File: config.mk
export PLATFORM = sky130hd
export DESIGN_NAME = rs_dispatch_sched_flat
export DESIGN_NICKNAME = d
export VERILOG_FILES = /design/src/rtl/tomasulo_pkg.sv /design/src/rtl/rs_dispatch_sched_if.sv /design/src/rtl/rs_dispatch_sched_exec_slot_fsm.sv /design/src/rtl/rs_dispatch_sched.sv /design/src/flat_wrapper.sv
export SDC_FILE = /design/constraint.sdc
export NUM_CORES = 1
export LEC_CHECK = 0
export ABC_AREA = 1
export CAP_MARGIN = 20
export CORE_MARGIN = 4
export CORE_UTILIZATION = 44
export CTS_CLUSTER_SIZE = 16
export DETAILED_ROUTE_END_ITERATION = 16
export DONT_BUFFER_PORTS = 1
export PLACE_DENSITY = 0.71
export SYNTH_ARGS = -nofsm -noshare
export SYNTH_HDL_FRONTEND = slang
export SYNTH_SLANG_ARGS = --single-unit
File: constraint.sdc
create_clock -name clock1 -period 2.6 [get_ports clock1]
set_clock_uncertainty 0.2 [all_clocks]
set_input_delay 0.39 -clock clock1 [delete_from_list [all_inputs] [get_ports clock1]]
set_output_delay 0.39 -clock clock1 [all_outputs]
set_load 0.01 [all_outputs]
File: src/rtl/tomasulo_pkg.sv
// Shared types and constants for the reservation-station dispatch/scheduler slice.
// Imported by the interface, the per-unit slot FSM and the rs_dispatch_sched top.
package tomasulo_pkg;

    typedef enum logic [1:0] {
        IDLE = 2'd0,
        EXEC = 2'd1,
        DONE = 2'd2
    } unit_state_e;

    localparam int NUM_RS    = 3;
    localparam int NUM_UNITS = 4;

    localparam int ADD0 = 0;
    localparam int ADD1 = 1;
    localparam int MUL0 = 2;
    localparam int MUL1 = 3;

    localparam int DEF_ADD_LAT = 2;
    localparam int DEF_MUL_LAT = 4;
    localparam int DEF_DIV_LAT = 8;

    localparam int                CNT_W   = 8;
    localparam logic [CNT_W-1:0]  CNT_ONE = CNT_W'(1);

    // Lowest set bit of an RS ready vector; 0 when the vector is empty.
    function automatic logic [1:0] first_set(input logic [NUM_RS-1:0] v);
        first_set = '0;
        for (int i = NUM_RS - 1; i >= 0; i--) begin
            if (v[i]) first_set = 2'(i);
        end
    endfunction

endpackage

File: src/rtl/rs_dispatch_sched_if.sv
// RS-to-scheduler bundle: ready vectors in, dispatch / CDB / clear pulses out.
// Every output is a registered level; a pulse is one cycle long, there is no back-pressure.
interface rs_dispatch_sched_if;
    import tomasulo_pkg::*;

    logic [NUM_RS-1:0]      add_rdy;
    logic [NUM_RS-1:0]      mul_rdy;
    logic [NUM_RS-1:0]      mul_isdiv;
    logic [NUM_UNITS-1:0]   disp_valid;
    logic [2*NUM_UNITS-1:0] disp_idx;
    logic [NUM_UNITS-1:0]   unit_busy;
    logic                   cdb_valid;
    logic [1:0]             cdb_unit;
    logic [1:0]             cdb_idx;
    logic [NUM_RS-1:0]      add_clr;
    logic [NUM_RS-1:0]      mul_clr;
    logic [2*NUM_UNITS-1:0] dbg_state;

    modport slave (
        input  add_rdy, mul_rdy, mul_isdiv,
        output disp_valid, disp_idx, unit_busy, cdb_valid, cdb_unit, cdb_idx,
               add_clr, mul_clr, dbg_state
    );

    modport master (
        output add_rdy, mul_rdy, mul_isdiv,
        input  disp_valid, disp_idx, unit_busy, cdb_valid, cdb_unit, cdb_idx,
               add_clr, mul_clr, dbg_state
    );

endinterface

File: src/rtl/rs_dispatch_sched_exec_slot_fsm.sv
// exec_slot_fsm: one functional unit's IDLE -> EXEC -> DONE -> IDLE sequencer and latency counter.
// done is raised on the last EXEC cycle so an uncontended unit is granted without idling in DONE.
module exec_slot_fsm
    import tomasulo_pkg::*;
(
    input  logic             clock1,
    input  logic             reset,
    input  logic             load,
    input  logic [CNT_W-1:0] latency,
    input  logic             grant,
    output logic             done,
    output logic             busy,
    output unit_state_e      state
);

    unit_state_e      state_q, state_d;
    logic [CNT_W-1:0] cnt_q, cnt_d;

    always_ff @(posedge clock1 or posedge reset) begin
        if (reset) begin
            state_q <= IDLE;
            cnt_q   <= '0;
        end else begin
            state_q <= state_d;
            cnt_q   <= cnt_d;
        end
    end

    always_comb begin
        state_d = state_q;
        cnt_d   = cnt_q;
        done    = 1'b0;
        case (state_q)
            IDLE: begin
                if (load) begin
                    state_d = EXEC;
                    cnt_d   = latency - CNT_ONE;
                end
            end
            EXEC: begin
                if (cnt_q == '0) begin
                    done    = 1'b1;
                    state_d = grant ? IDLE : DONE;
                end else begin
                    cnt_d = cnt_q - CNT_ONE;
                end
            end
            DONE: begin
                done = 1'b1;
                if (grant) state_d = IDLE;
            end
            default: state_d = IDLE;
        endcase
    end

    assign busy  = (state_q != IDLE);
    assign state = state_q;

endmodule

File: src/rtl/rs_dispatch_sched.sv
// rs_dispatch_sched: fixed-priority dispatch of ready RS entries to 2 adders + 2 multipliers,
// round-robin CDB grant of finished units. Define RS_DISPATCH_SCHED_DIV_EN for divide latency.
module rs_dispatch_sched
    import tomasulo_pkg::*;
#(
    parameter int ADD_LAT = DEF_ADD_LAT,
    parameter int MUL_LAT = DEF_MUL_LAT,
    parameter int DIV_LAT = DEF_DIV_LAT
) (
    input  logic               clock1,
    input  logic               reset,
    rs_dispatch_sched_if.slave rs
);

    localparam logic [CNT_W-1:0] ADD_LAT_C = CNT_W'(ADD_LAT);
    localparam logic [CNT_W-1:0] MUL_LAT_C = CNT_W'(MUL_LAT);
    localparam logic [CNT_W-1:0] DIV_LAT_C = CNT_W'(DIV_LAT);

    logic [NUM_RS-1:0]      add_issued_q, add_issued_d, mul_issued_q, mul_issued_d;
    logic [NUM_RS-1:0]      add_left, mul_left, add_clr_d, mul_clr_d;
    logic [NUM_UNITS-1:0]   unit_load, unit_grant, unit_done, unit_busy;
    logic [1:0]             load_idx   [NUM_UNITS];
    logic [1:0]             held_idx_q [NUM_UNITS];
    logic [CNT_W-1:0]       unit_lat   [NUM_UNITS];
    logic [1:0]             rr_q, gnt_unit, cand;
    logic                   gnt_found;
    logic [NUM_UNITS-1:0]   disp_valid_q;
    logic [2*NUM_UNITS-1:0] disp_idx_q, disp_idx_d;
    logic                   cdb_valid_q;
    logic [1:0]             cdb_unit_q, cdb_idx_q;
    logic [NUM_RS-1:0]      add_clr_q, mul_clr_q;

    // Per class: lowest eligible entry to the lowest idle unit, the next one to the other unit.
    always_comb begin
        add_left   = rs.add_rdy & ~add_issued_q;
        mul_left   = rs.mul_rdy & ~mul_issued_q;
        unit_load  = '0;
        disp_idx_d = '0;
        for (int u = 0; u < NUM_UNITS; u++) begin
            load_idx[u] = '0;
            unit_lat[u] = ADD_LAT_C;
        end
        for (int u = ADD0; u <= ADD1; u++) begin
            if (!unit_busy[u] && add_left != '0) begin
                unit_load[u] = 1'b1;
                load_idx[u]  = first_set(add_left);
                add_left[load_idx[u]] = 1'b0;
            end
        end
        for (int u = MUL0; u <= MUL1; u++) begin
            if (!unit_busy[u] && mul_left != '0) begin
                unit_load[u] = 1'b1;
                load_idx[u]  = first_set(mul_left);
                mul_left[load_idx[u]] = 1'b0;
            end
`ifdef RS_DISPATCH_SCHED_DIV_EN
            unit_lat[u] = rs.mul_isdiv[load_idx[u]] ? DIV_LAT_C : MUL_LAT_C;
`else
            unit_lat[u] = MUL_LAT_C;
`endif
        end
        for (int u = 0; u < NUM_UNITS; u++) begin
            disp_idx_d[2*u +: 2] = load_idx[u];
        end
    end

    // Round-robin CDB grant starting at rr; the granted entry's issued bit drops with its clr pulse.
    always_comb begin
        gnt_found  = 1'b0;
        gnt_unit   = '0;
        cand       = '0;
        unit_grant = '0;
        add_clr_d  = '0;
        mul_clr_d  = '0;
        for (int k = 0; k < NUM_UNITS; k++) begin
            cand = rr_q + 2'(k);
            if (!gnt_found && unit_done[cand]) begin
                gnt_found = 1'b1;
                gnt_unit  = cand;
            end
        end
        if (gnt_found) begin
            unit_grant[gnt_unit] = 1'b1;
            if (gnt_unit < 2'(MUL0)) add_clr_d[held_idx_q[gnt_unit]] = 1'b1;
            else                     mul_clr_d[held_idx_q[gnt_unit]] = 1'b1;
        end
        add_issued_d = add_issued_q;
        mul_issued_d = mul_issued_q;
        for (int u = ADD0; u <= ADD1; u++) if (unit_load[u]) add_issued_d[load_idx[u]] = 1'b1;
        for (int u = MUL0; u <= MUL1; u++) if (unit_load[u]) mul_issued_d[load_idx[u]] = 1'b1;
        add_issued_d = add_issued_d & ~add_clr_d;
        mul_issued_d = mul_issued_d & ~mul_clr_d;
    end

    always_ff @(posedge clock1 or posedge reset) begin
        if (reset) begin
            add_issued_q <= '0;
            mul_issued_q <= '0;
            rr_q         <= '0;
            disp_valid_q <= '0;
            disp_idx_q   <= '0;
            cdb_valid_q  <= 1'b0;
            cdb_unit_q   <= '0;
            cdb_idx_q    <= '0;
            add_clr_q    <= '0;
            mul_clr_q    <= '0;
            for (int u = 0; u < NUM_UNITS; u++) held_idx_q[u] <= '0;
        end else begin
            add_issued_q <= add_issued_d;
            mul_issued_q <= mul_issued_d;
            rr_q         <= gnt_found ? gnt_unit + 2'd1 : rr_q;
            disp_valid_q <= unit_load;
            disp_idx_q   <= disp_idx_d;
            cdb_valid_q  <= gnt_found;
            cdb_unit_q   <= gnt_unit;
            cdb_idx_q    <= gnt_found ? held_idx_q[gnt_unit] : 2'd0;
            add_clr_q    <= add_clr_d;
            mul_clr_q    <= mul_clr_d;
            for (int u = 0; u < NUM_UNITS; u++) begin
                if (unit_load[u]) held_idx_q[u] <= load_idx[u];
            end
        end
    end

    for (genvar u = 0; u < NUM_UNITS; u++) begin : g_slot
        unit_state_e slot_state;
        exec_slot_fsm u_slot (
            .clock1  (clock1),
            .reset   (reset),
            .load    (unit_load[u]),
            .latency (unit_lat[u]),
            .grant   (unit_grant[u]),
            .done    (unit_done[u]),
            .busy    (unit_busy[u]),
            .state   (slot_state)
        );
        assign rs.dbg_state[2*u +: 2] = slot_state;
    end

`ifndef RS_DISPATCH_SCHED_DIV_EN
    logic unused_div_cfg;
    assign unused_div_cfg = ^{rs.mul_isdiv, DIV_LAT_C};
`endif

    assign rs.disp_valid = disp_valid_q;
    assign rs.disp_idx   = disp_idx_q;
    assign rs.unit_busy  = unit_busy;
    assign rs.cdb_valid  = cdb_valid_q;
    assign rs.cdb_unit   = cdb_unit_q;
    assign rs.cdb_idx    = cdb_idx_q;
    assign rs.add_clr    = add_clr_q;
    assign rs.mul_clr    = mul_clr_q;

endmodule

File: src/flat_wrapper.sv
// flat-port wrapper written by rule: the top's interface ports become plain ports
module rs_dispatch_sched_flat import tomasulo_pkg::*;
#(
    parameter int ADD_LAT = DEF_ADD_LAT,
    parameter int MUL_LAT = DEF_MUL_LAT,
    parameter int DIV_LAT = DEF_DIV_LAT
)
  (clock1, reset, rs_add_rdy, rs_mul_rdy, rs_mul_isdiv, rs_disp_valid, rs_disp_idx, rs_unit_busy, rs_cdb_valid, rs_cdb_unit, rs_cdb_idx, rs_add_clr, rs_mul_clr, rs_dbg_state);
  rs_dispatch_sched_if rs_i ();
  input  logic clock1;
  input  logic reset;
  input wire logic [$bits(rs_i.add_rdy)-1:0] rs_add_rdy;
  input wire logic [$bits(rs_i.mul_rdy)-1:0] rs_mul_rdy;
  input wire logic [$bits(rs_i.mul_isdiv)-1:0] rs_mul_isdiv;
  output wire logic [$bits(rs_i.disp_valid)-1:0] rs_disp_valid;
  output wire logic [$bits(rs_i.disp_idx)-1:0] rs_disp_idx;
  output wire logic [$bits(rs_i.unit_busy)-1:0] rs_unit_busy;
  output wire logic [$bits(rs_i.cdb_valid)-1:0] rs_cdb_valid;
  output wire logic [$bits(rs_i.cdb_unit)-1:0] rs_cdb_unit;
  output wire logic [$bits(rs_i.cdb_idx)-1:0] rs_cdb_idx;
  output wire logic [$bits(rs_i.add_clr)-1:0] rs_add_clr;
  output wire logic [$bits(rs_i.mul_clr)-1:0] rs_mul_clr;
  output wire logic [$bits(rs_i.dbg_state)-1:0] rs_dbg_state;
  assign rs_i.add_rdy = rs_add_rdy;
  assign rs_i.mul_rdy = rs_mul_rdy;
  assign rs_i.mul_isdiv = rs_mul_isdiv;
  assign rs_disp_valid = rs_i.disp_valid;
  assign rs_disp_idx = rs_i.disp_idx;
  assign rs_unit_busy = rs_i.unit_busy;
  assign rs_cdb_valid = rs_i.cdb_valid;
  assign rs_cdb_unit = rs_i.cdb_unit;
  assign rs_cdb_idx = rs_i.cdb_idx;
  assign rs_add_clr = rs_i.add_clr;
  assign rs_mul_clr = rs_i.mul_clr;
  assign rs_dbg_state = rs_i.dbg_state;
  rs_dispatch_sched #(.ADD_LAT(ADD_LAT), .MUL_LAT(MUL_LAT), .DIV_LAT(DIV_LAT)) u_core (.clock1(clock1), .reset(reset), .rs(rs_i));
endmodule
==> metrics.csv, run 1 <==
metric,value,unit
path_clk_slew,0.09,ns
synth_most_common_cell,nand2_1,
htreeDepth,3,
route.vias.total,3954,
fp.dieArea,11650,µm²
core-area,9729,µm²
insertion_delay,0.36,ns
port_buffers,0,
root_buffer,clkbuf_8,
grt_max_degree,45,
slew_headroom,66.40,%
nets,666,
area_growth,38.00,%
yosys.area.top_type_share,44.98,%
cts_num_sinks,79,
slew_viol_final,0,
cp_common_cell,nand2_4,
drt_wl_total,11.68,mm
hold_class,in2reg,
dp_cells,716,
via_per_inst,5.135,
grt_pass1_vias,3879,
drtAntennaViolNets,0,
ys_seq_elements,79,
violations,negative setup slack,
crit_fanout,6,
die_width,108.0,µm
synth_commonest_cells,"104 x nand2_1, 93 x inv_1, 79 x dfrtp_1, 40 x nand3_1, 40 x o21ai_0",
clk_path_buf_depth,2,
place_congestion,0.8535,
path_class,reg2reg,
synth_area_leaders,"dfrtp_1 45%, nand2_1 8.9%, inv_1 7.9%, ha_1 6.5%, nand3_1 4.6%",
synth_mux_area_share,0,%
dr.first_iter.drc_count,255,
drive_gt1_share,41.29,%
ys_warn_count,0,
gr-total-overflow,0,
tightest_slew,0.5029,ns
die_h,108.0,µm
setup-violations-final,24,
wl_per_cell,15.17,µm
rsz0062_at_grt,yes,
grtUsageTotal,18.33,%
drtPass1Iterations,5,
clock.fmax,353.0,MHz
synth_xor_area_share,0.1993,%
yosys.area_share.simple,28.21,%
path_cells,clkinvlp_4 > nand3_2 > nand3_2 > nand2_4 > nand2_4 > nor3_4 > nand2_2 > o21ai_4 > ha_4 > nand2_4 > a211oi_4 > nand3_1 > o21ai_1,
synth-seq-area-share,44.98,%
initial_core_util,45.18,%
status,finished with violations,
rows,36,
cts_tree,built,
crit_slowest_cell,dfrtp_2,
antenna_found_initial,0,
cts_made_buffers,9,
finalCritPeriodShare,109.0,%
yosysUniqueCellTypes,34,
crit_path_end_kind,flop,
start_kind,flop,
synthCells,541,
num_antenna_cells,0,
synth_nets,575,
synth_compound_area_share,9.564,%
cpPeakStageDelay,0.52,ns
final-hold-violation-count,0,
required,2.68,ns
synth_edf_count,0,
async_reset_ff_share,100.0,%
route.detailed.drc,0,
io-pin-count,46,
min_path_cells,2,
critPathArrivalTime,2.92,ns
final_cells,770,
avgSynthCellArea,8.125,µm²
synth_top_family_by_area,simple AND/OR/NAND/NOR gates,
yosys_most_used_dff,dfrtp_1,
maxCapViolations,0,
post-route-min-period,2.833,ns
grt_pass1_wl,17.12,mm
layout_setup_ws,-0.2332,ns
synth_adder_area_share,6.547,%
synth_top_area_cell,dfrtp_1,
syn-cell-area,4395,µm²
reg2reg_depth,13,
dp_hpwl,7.066,mm
## path summary, 6_finish.rpt
path	from	slack, ns	to
min reg2reg	u_core.g_slot[2].u_slot.cnt_q[6]$_DFFE_PP0P_	0.26	u_core.g_slot[2].u_slot.cnt_q[6]$_DFFE_PP0P_
min	rs_add_rdy[1]	0.06	u_core.rs.disp_idx[0]$_DFF_PP0_
max reg2reg	u_core.rr_q[0]$_DFFE_PP0N_	-0.23	u_core.g_slot[0].u_slot.state[1]$_DFFE_PP0P_
max	u_core.rr_q[0]$_DFFE_PP0N_	-0.23	u_core.g_slot[0].u_slot.state[1]$_DFFE_PP0P_
min in group asynchronous	reset	0.34	u_core.g_slot[1].u_slot.state[1]$_DFFE_PP0P_
max in group asynchronous	reset	1.27	u_core.rr_q[0]$_DFFE_PP0N_
## flip-flops by register name (all words and copies together), names as in the netlist
name and count:
u_core.g_slot.u_slot.cnt_q 32, u_core.g_slot.u_slot.state 8, u_core.held_idx_q 8, u_core.rs.disp_idx 8
u_core.rs.disp_valid 4, u_core.add_issued_q 3, u_core.mul_issued_q 3, u_core.rs.add_clr 3
u_core.rs.mul_clr 3, u_core.rr_q 2, u_core.rs.cdb_idx 2, u_core.rs.cdb_unit 2
u_core.rs.cdb_valid 1
## layout make-up
| type | count | area [µm²] |
|---|---|---|
| Sequential cell | 79 | 1979 |
| Inverter | 112 | 435.4 |
| Multi-Input combinational cell | 345 | 2562 |
| Clock buffer | 12 | 155.1 |
| Timing Repair Buffer | 85 | 690.7 |
| Tap cell | 133 | 166.4 |
| Clock inverter | 4 | 76.32 |
| Fill cell | 744 | 3664 |
## logic make-up after synthesis
logic type               count (synthesis)
adder cells (fa/ha/maj)                 23
flip-flops                              79
AO/OA/AOI/OAI                           77
buffers and inverters                  117
XOR/XNOR                                 1
AND/OR/NAND/NOR                        244
## critical path: cells and delay by family, from the launching register on
family                   cells  cell delay, ns
AND/OR/NAND/NOR              8            1.09
flip-flops                   1            0.52
AO/OA/AOI/OAI                3            0.49
buffers and inverters        1            0.29
adder cells (fa/ha/maj)      1            0.17
## placed cells by master (no fill, tap or decap), types with 8 or more instances in the layout
cell type	synthesis	final
ha_1	23	9
nor2_1	36	27
nand3_4	1	16
buf_6	1	10
buf_4	4	73
nand2_1	104	77
nor2_4	5	8
dfrtp_1	79	77
nand2_2	16	27
a21oi_1	22	20
nand3_2	13	20
inv_1	93	77
nor3_1	9	9
nand3_1	40	18
clkbuf_8	0	11
o21ai_0	40	34
nor2_2	4	10
nand2_4	1	15
inv_2	19	30
ha_4	0	9
## layer usage
layer  global-route usage (%)  routed length, µm
met1                    20.64               4661
met2                    33.26               6232
met3                    4.597                511
met4                    7.033                279
met5                        0                  0
## what timing repair did
item,in CTS,in global routing
pin swaps,31,44
gates resized for setup,76,85
endpoints found under the setup margin,24,39
setup buffers,24,16
endpoints found under the hold margin,19,0
hold buffers,1,0
## stage by stage
stage | setup TNS, ns | util [%] | instance area [µm²] | setup slack, ns | hold slack, ns
after floorplan | 0 | - | 4399 | 0.01491 | 0.2327
after global placement | -0.3381 | 50.26 | 4890 | -0.08353 | 0.1123
after detailed placement | -1.686 | 50.26 | 4890 | -0.1788 | 0.1177
after CTS | -1.042 | 57.59 | 5603 | -0.1014 | 0.03709
after global routing | -6.173 | 62.35 | 6066 | -0.3920 | 0.06453
final | -2.791 | 62.35 | 6066 | -0.2332 | 0.05838
Power of run 1 is not shown: default switching activity piles up to over one toggle a cycle in this logic, so the estimate is an artifact.
==> run 2, diff against run 1 <==
--- a/config.mk
+++ b/config.mk
@@ -9,10 +9,12 @@
 export CAP_MARGIN = 20
 export CORE_MARGIN = 4
 export CORE_UTILIZATION = 44
+export CTS_CLUSTER_DIAMETER = 150
 export CTS_CLUSTER_SIZE = 16
 export DETAILED_ROUTE_END_ITERATION = 16
 export DONT_BUFFER_PORTS = 1
 export PLACE_DENSITY = 0.71
+export RECOVER_POWER = 100
 export SYNTH_ARGS = -nofsm -noshare
 export SYNTH_HDL_FRONTEND = slang
 export SYNTH_SLANG_ARGS = --single-unit
==> metrics.csv, run 2 (synthesized netlist as in run 1, its figures left out) <==
metric,value,unit,change
multiInputGateArea,2562,µm²,unchanged
gr-usage-met3,4.597,%,unchanged
min_path_cells,2,,unchanged
hold_class,in2reg,,
violations,negative setup slack,,
critPathArrivalTime,2.93,ns,about the same
status,finished with violations,,
slew_headroom,31.94,%,-34 points
cts_num_sinks,79,,unchanged
gr-total-overflow,0,,unchanged
grt_use_met1,20.64,%,unchanged
final-hold-violation-count,0,,unchanged
dr.first_iter.drc_count,265,,+3.9%
maxCapViolations,0,,unchanged
drtAntennaViolNets,0,,unchanged
crit_fanout,6,,unchanged
layout_common_cells,"77 x inv_1, 77 x nand2_1, 77 x dfrtp_1, 73 x buf_4, 34 x o21ai_0",,
num_antenna_cells,0,,unchanged
drtPass1Iterations,4,,-1
rsz0062_at_grt,yes,,
clock.fmax,350.7,MHz,-0.64%
io-pin-count,46,,unchanged
r2r_setup_slack,-0.25,ns,-0.02 ns
met2_usage,33.26,%,unchanged
setup-violations-final,24,,unchanged
grtUsageTotal,18.33,%,unchanged
clk_path_buf_depth,2,,unchanged
rows,36,,unchanged
grt_pass1_wl,17.12,mm,unchanged
htreeDepth,3,,unchanged
reg2reg_depth,13,,unchanged
hp-start,rs_add_rdy[1],,
r2r-end,u_core.g_slot[0].u_slot.state[1]$_DFFE_PP0P_,,
port_buffers,0,,unchanged
route.detailed.drc,0,,unchanged
finalCritPeriodShare,109.7,%,+0.70 points
fp.dieArea,11650,µm²,unchanged
required,2.68,ns,about the same
cts_made_buffers,9,,unchanged
root_buffer,clkbuf_8,,
cts_tree,built,,
die_h,108.0,µm,unchanged
path_class,reg2reg,,
dp_hpwl,7.066,mm,unchanged
insertion_delay,0.36,ns,about the same
ff_latch_area,1979,µm²,unchanged
core-area,9729,µm²,unchanged
slew_viol_final,0,,unchanged
crit_path_end_kind,flop,,
area_growth,37.94,%,about the same
post-route-min-period,2.851,ns,+0.01823 ns
grt_max_degree,45,,unchanged
tightest_slew,1.015,ns,+0.5124 ns
route.vias.total,3940,,-0.35%
largest_register_ffs,32,,unchanged
place_congestion,0.8535,,unchanged
design_area,6063,µm²,about the same
hold_path_end,u_core.rs.disp_idx[0]$_DFF_PP0_,,
via_per_inst,5.117,,-0.35%
path_clk_slew,0.09,ns,about the same
wl_per_cell,15.16,µm,-0.10%
place_area,4890,µm²,unchanged
nets,666,,unchanged
initial_core_util,45.18,%,unchanged
regMostFlops,u_core.g_slot.u_slot.cnt_q,,
drive_gt1_share,41.29,%,unchanged
cp-startpoint,u_core.rr_q[0]$_DFFE_PP0N_,,
drt_wl_total,11.67,mm,-0.10%
grt_pass1_vias,3879,,unchanged
start_kind,flop,,
r2r-start,u_core.rr_q[0]$_DFFE_PP0N_,,
antenna_found_initial,0,,unchanged
fillers,745,,+0.13%
layout_setup_ws,-0.2514,ns,-0.01823 ns
die_width,108.0,µm,unchanged
grt.busiest_layer,met2,,
## run 2: cell count changes in the layout (fill, tap and decap cells not counted)
cell	delta
clkinvlp_2	+1
clkinvlp_4	-1
## run 2: what timing repair did
action                     in CTS  in global routing
setup buffers                  24                 16
gates cloned                    0                  0
setup endpoints to repair      24                 39
resized for setup              76                 85
hold buffers                    1                  0
pin swaps                      31                 44
hold endpoints to repair       19                  0
## run 2: metal layers
layer / vias up / wire length (µm)
met5: - / 0
met4: 0 / 257
met3: 26 / 525
met2: 106 / 6272
met1: 1914 / 4616
li1: 1894 / -
## run 2: area by class of cell
cell class,instances,area share (%)
Clock inverter,4,1.259
Sequential cell,79,32.65
Timing Repair Buffer,85,11.39
Multi-Input combinational cell,345,42.26
Clock buffer,12,2.559
Inverter,112,7.140
Tap cell,133,2.745
## run 2: stage by stage
step	setup TNS [ns]	util [%]	hold WS, ns	instances	setup slack [ns]
final	-2.700	62.32	0.05482	770	-0.2514
after global routing	-6.173	62.32	0.06453	770	-0.3920
after CTS	-1.042	57.59	0.03709	757	-0.1014
after detailed placement	-1.686	50.26	0.1177	716	-0.1788
after global placement	-0.3381	50.26	0.1123	716	-0.08353
after floorplan	0	-	0.2327	541	0.01491
## run 2: worst max path at each step
stage,endpoint,cells past startpoint
2_1_floorplan,u_core.g_slot[2].u_slot.state[0]$_DFFE_PP0P_,17
3_3_place_gp,u_core.g_slot[0].u_slot.state[1]$_DFFE_PP0P_,17
3_5_place_dp,u_core.g_slot[0].u_slot.state[1]$_DFFE_PP0P_,17
4_1_cts,u_core.g_slot[0].u_slot.state[1]$_DFFE_PP0P_,19
5_1_grt,u_core.g_slot[0].u_slot.state[1]$_DFFE_PP0P_,13
6_report,u_core.g_slot[0].u_slot.state[1]$_DFFE_PP0P_,13
## run 2: worst max-delay path, cell delays in order (launching register included)
cell	delay [ns]
dfrtp_2	0.51
clkinvlp_4	0.29
nand3_2	0.18
nand3_2	0.11
nand2_4	0.11
nand2_4	0.08
nor3_4	0.31
nand2_2	0.11
o21ai_4	0.10
ha_4	0.17
nand2_4	0.06
a211oi_4	0.29
nand3_1	0.13
o21ai_1	0.12
Power of run 2 is left out for the same reason.
==> run 3, diff against run 2 <==
--- a/config.mk
+++ b/config.mk
@@ -7,7 +7,6 @@
 export LEC_CHECK = 0
 export ABC_AREA = 1
 export CAP_MARGIN = 20
-export CORE_MARGIN = 4
 export CORE_UTILIZATION = 44
 export CTS_CLUSTER_DIAMETER = 150
 export CTS_CLUSTER_SIZE = 16
==> metrics.csv, run 3 (synthesized netlist as in run 1, its figures left out) <==
metric,value,unit,change
largest_register_ffs,32,,unchanged
slew_headroom,19.69,%,-12 points
drt_wl_total,11.00,mm,-5.8%
route.detailed.drc,0,,unchanged
place_congestion,0.8919,,+4.5%
insertion_delay,0.37,ns,about the same
route.vias.total,3891,,-1.2%
critPathArrivalTime,2.95,ns,+0.02 ns
drive_gt1_share,36.08,%,-5.2 points
required,2.66,ns,-0.02 ns
grt_max_degree,41,,-8.9%
fillers,818,,+9.8%
grt_pass1_vias,3750,,-3.3%
cts_tree,built,,
grtUsageTotal,20.59,%,+2.3 points
num_antenna_cells,0,,unchanged
io-pin-count,46,,unchanged
slew_viol_final,0,,unchanged
hp-start,rs_mul_rdy[1],,
htreeDepth,3,,unchanged
antenna_found_initial,0,,unchanged
regMostFlops,u_core.g_slot.u_slot.cnt_q,,
path_class,reg2reg,,
dp_cells,714,,-0.28%
violations,negative setup slack,,
reg2reg_depth,15,,+2
hold_path_end,u_core.rs.disp_idx[4]$_DFF_PP0_,,
drtAntennaViolNets,0,,unchanged
start_kind,flop,,
root_buffer,clkbuf_8,,
design_area,5717,µm²,-5.7%
cts_made_buffers,9,,unchanged
core-area,9729,µm²,unchanged
clock.fmax,346.0,MHz,-1.3%
rows,36,,unchanged
status,finished with violations,,
setup-violations-final,25,,+4.2%
area_growth,30.06,%,
fp.dieArea,10390,µm²,-11%
dp_hpwl,7.012,mm,-0.77%
hold_class,in2reg,,
wl_per_cell,14.64,µm,-3.4%
drtPass1Iterations,7,,+3
final_common_cell,dfrtp_1,,
r2r_setup_slack,-0.29,ns,-0.04 ns
path_clk_slew,0.09,ns,about the same
grt_pass1_wl,16.59,mm,-3.1%
port_buffers,0,,unchanged
place_area,4875,µm²,-0.31%
final-hold-violation-count,0,,unchanged
via_per_inst,5.181,,+1.3%
utilization,58.76,%,-3.6 points
die_h,102.0,µm,-5.6%
layout_setup_ws,-0.2904,ns,-0.03896 ns
initial_core_util,45.18,%,unchanged
dr.first_iter.drc_count,195,,-26%
crit_fanout,6,,unchanged
fin_tns_setup,-4.343,ns,-1.643 ns
die_width,102.0,µm,-5.6%
post-route-min-period,2.890,ns,+0.03896 ns
clk_path_buf_depth,2,,unchanged
r2r-end,u_core.add_issued_q[0]$_DFF_PP0_,,
gr-total-overflow,0,,unchanged
cts_num_sinks,79,,unchanged
final_cells,751,,-2.5%
nets,647,,-2.9%
crit_path_end_kind,flop,,
rsz0062_at_grt,yes,,
maxCapViolations,0,,unchanged
r2r-start,u_core.rr_q[0]$_DFFE_PP0N_,,
layout_common_cells,"79 x dfrtp_1, 75 x inv_1, 74 x nand2_1, 42 x buf_4, 37 x o21ai_0",,
tightest_slew,1.198,ns,+0.1828 ns
min_path_cells,2,,unchanged
finalCritPeriodShare,111.2,%,+1.5 points
[run 3: layout make-up]
type / instances / area, µm² / area share [%]
inverter: 112 / 429.2 / 7.507
clock inverter: 6 / 68.82 / 1.204
tap: 133 / 166.4 / 2.911
sequential: 79 / 1977 / 34.58
multi-input combinational: 345 / 2457 / 42.99
timing repair buffer: 66 / 490.5 / 8.580
clock buffer: 10 / 127.6 / 2.232
[run 3: timing repair]
item,4_1_cts,5_1_grt
endpoints found under the hold margin,25,0
gates resized for setup,65,81
pin swaps,28,38
setup endpoints to repair,23,33
cloned,0,0
setup buffers,6,14
hold buffers,1,0
[run 3: worst max path at each step]
stage	startpoint	end	depth (start not counted)
6_report	u_core.rr_q[0]$_DFFE_PP0N_	u_core.add_issued_q[0]$_DFF_PP0_	15
5_1_grt	u_core.rr_q[0]$_DFFE_PP0N_	u_core.g_slot[0].u_slot.state[1]$_DFFE_PP0P_	13
4_1_cts	u_core.g_slot[0].u_slot.cnt_q[0]$_DFFE_PP0P_	u_core.g_slot[0].u_slot.state[1]$_DFFE_PP0P_	17
3_5_place_dp	u_core.g_slot[2].u_slot.cnt_q[1]$_DFFE_PP0P_	u_core.g_slot[1].u_slot.state[1]$_DFFE_PP0P_	21
3_3_place_gp	u_core.g_slot[0].u_slot.cnt_q[0]$_DFFE_PP0P_	u_core.g_slot[0].u_slot.state[1]$_DFFE_PP0P_	17
2_1_floorplan	u_core.g_slot[3].u_slot.state[1]$_DFFE_PP0P_	u_core.g_slot[2].u_slot.state[0]$_DFFE_PP0P_	17
[run 3: metal layers]
| layer | track usage [%] | share of wire, % | up-vias |
|---|---|---|---|
| li1 | - | - | 1856 |
| met1 | 22.94 | 39 | 1908 |
| met2 | 36.64 | 53 | 99 |
| met3 | 4.514 | 4.5 | 28 |
| met4 | 11.21 | 3.4 | 0 |
| met5 | 0 | 0 | - |
[run 3: critical path, stage by stage, from the launching register on]
cell and delay, ns:
dfrtp_1 0.48, inv_1 0.29, nand3_2 0.20, nand3_2 0.13, nand2_4 0.13, nand2_4 0.09
nor3_4 0.30, nand2_2 0.15, o21ai_4 0.12, buf_6 0.15, buf_8 0.12, nand3_4 0.09
nand2_8 0.12, nand3_4 0.09, nand2_2 0.09, inv_2 0.03
[run 3: stage by stage]
stage | hold slack, ns | setup WS, ns
final | 0.02721 | -0.2904
after global routing | 0.05544 | -0.4141
after CTS | 0.02211 | -0.09929
after detailed placement | 0.1737 | -0.2279
after global placement | 0.1668 | -0.06651
after floorplan | 0.2327 | 0.01491
Power of run 3 is left out for the same reason.
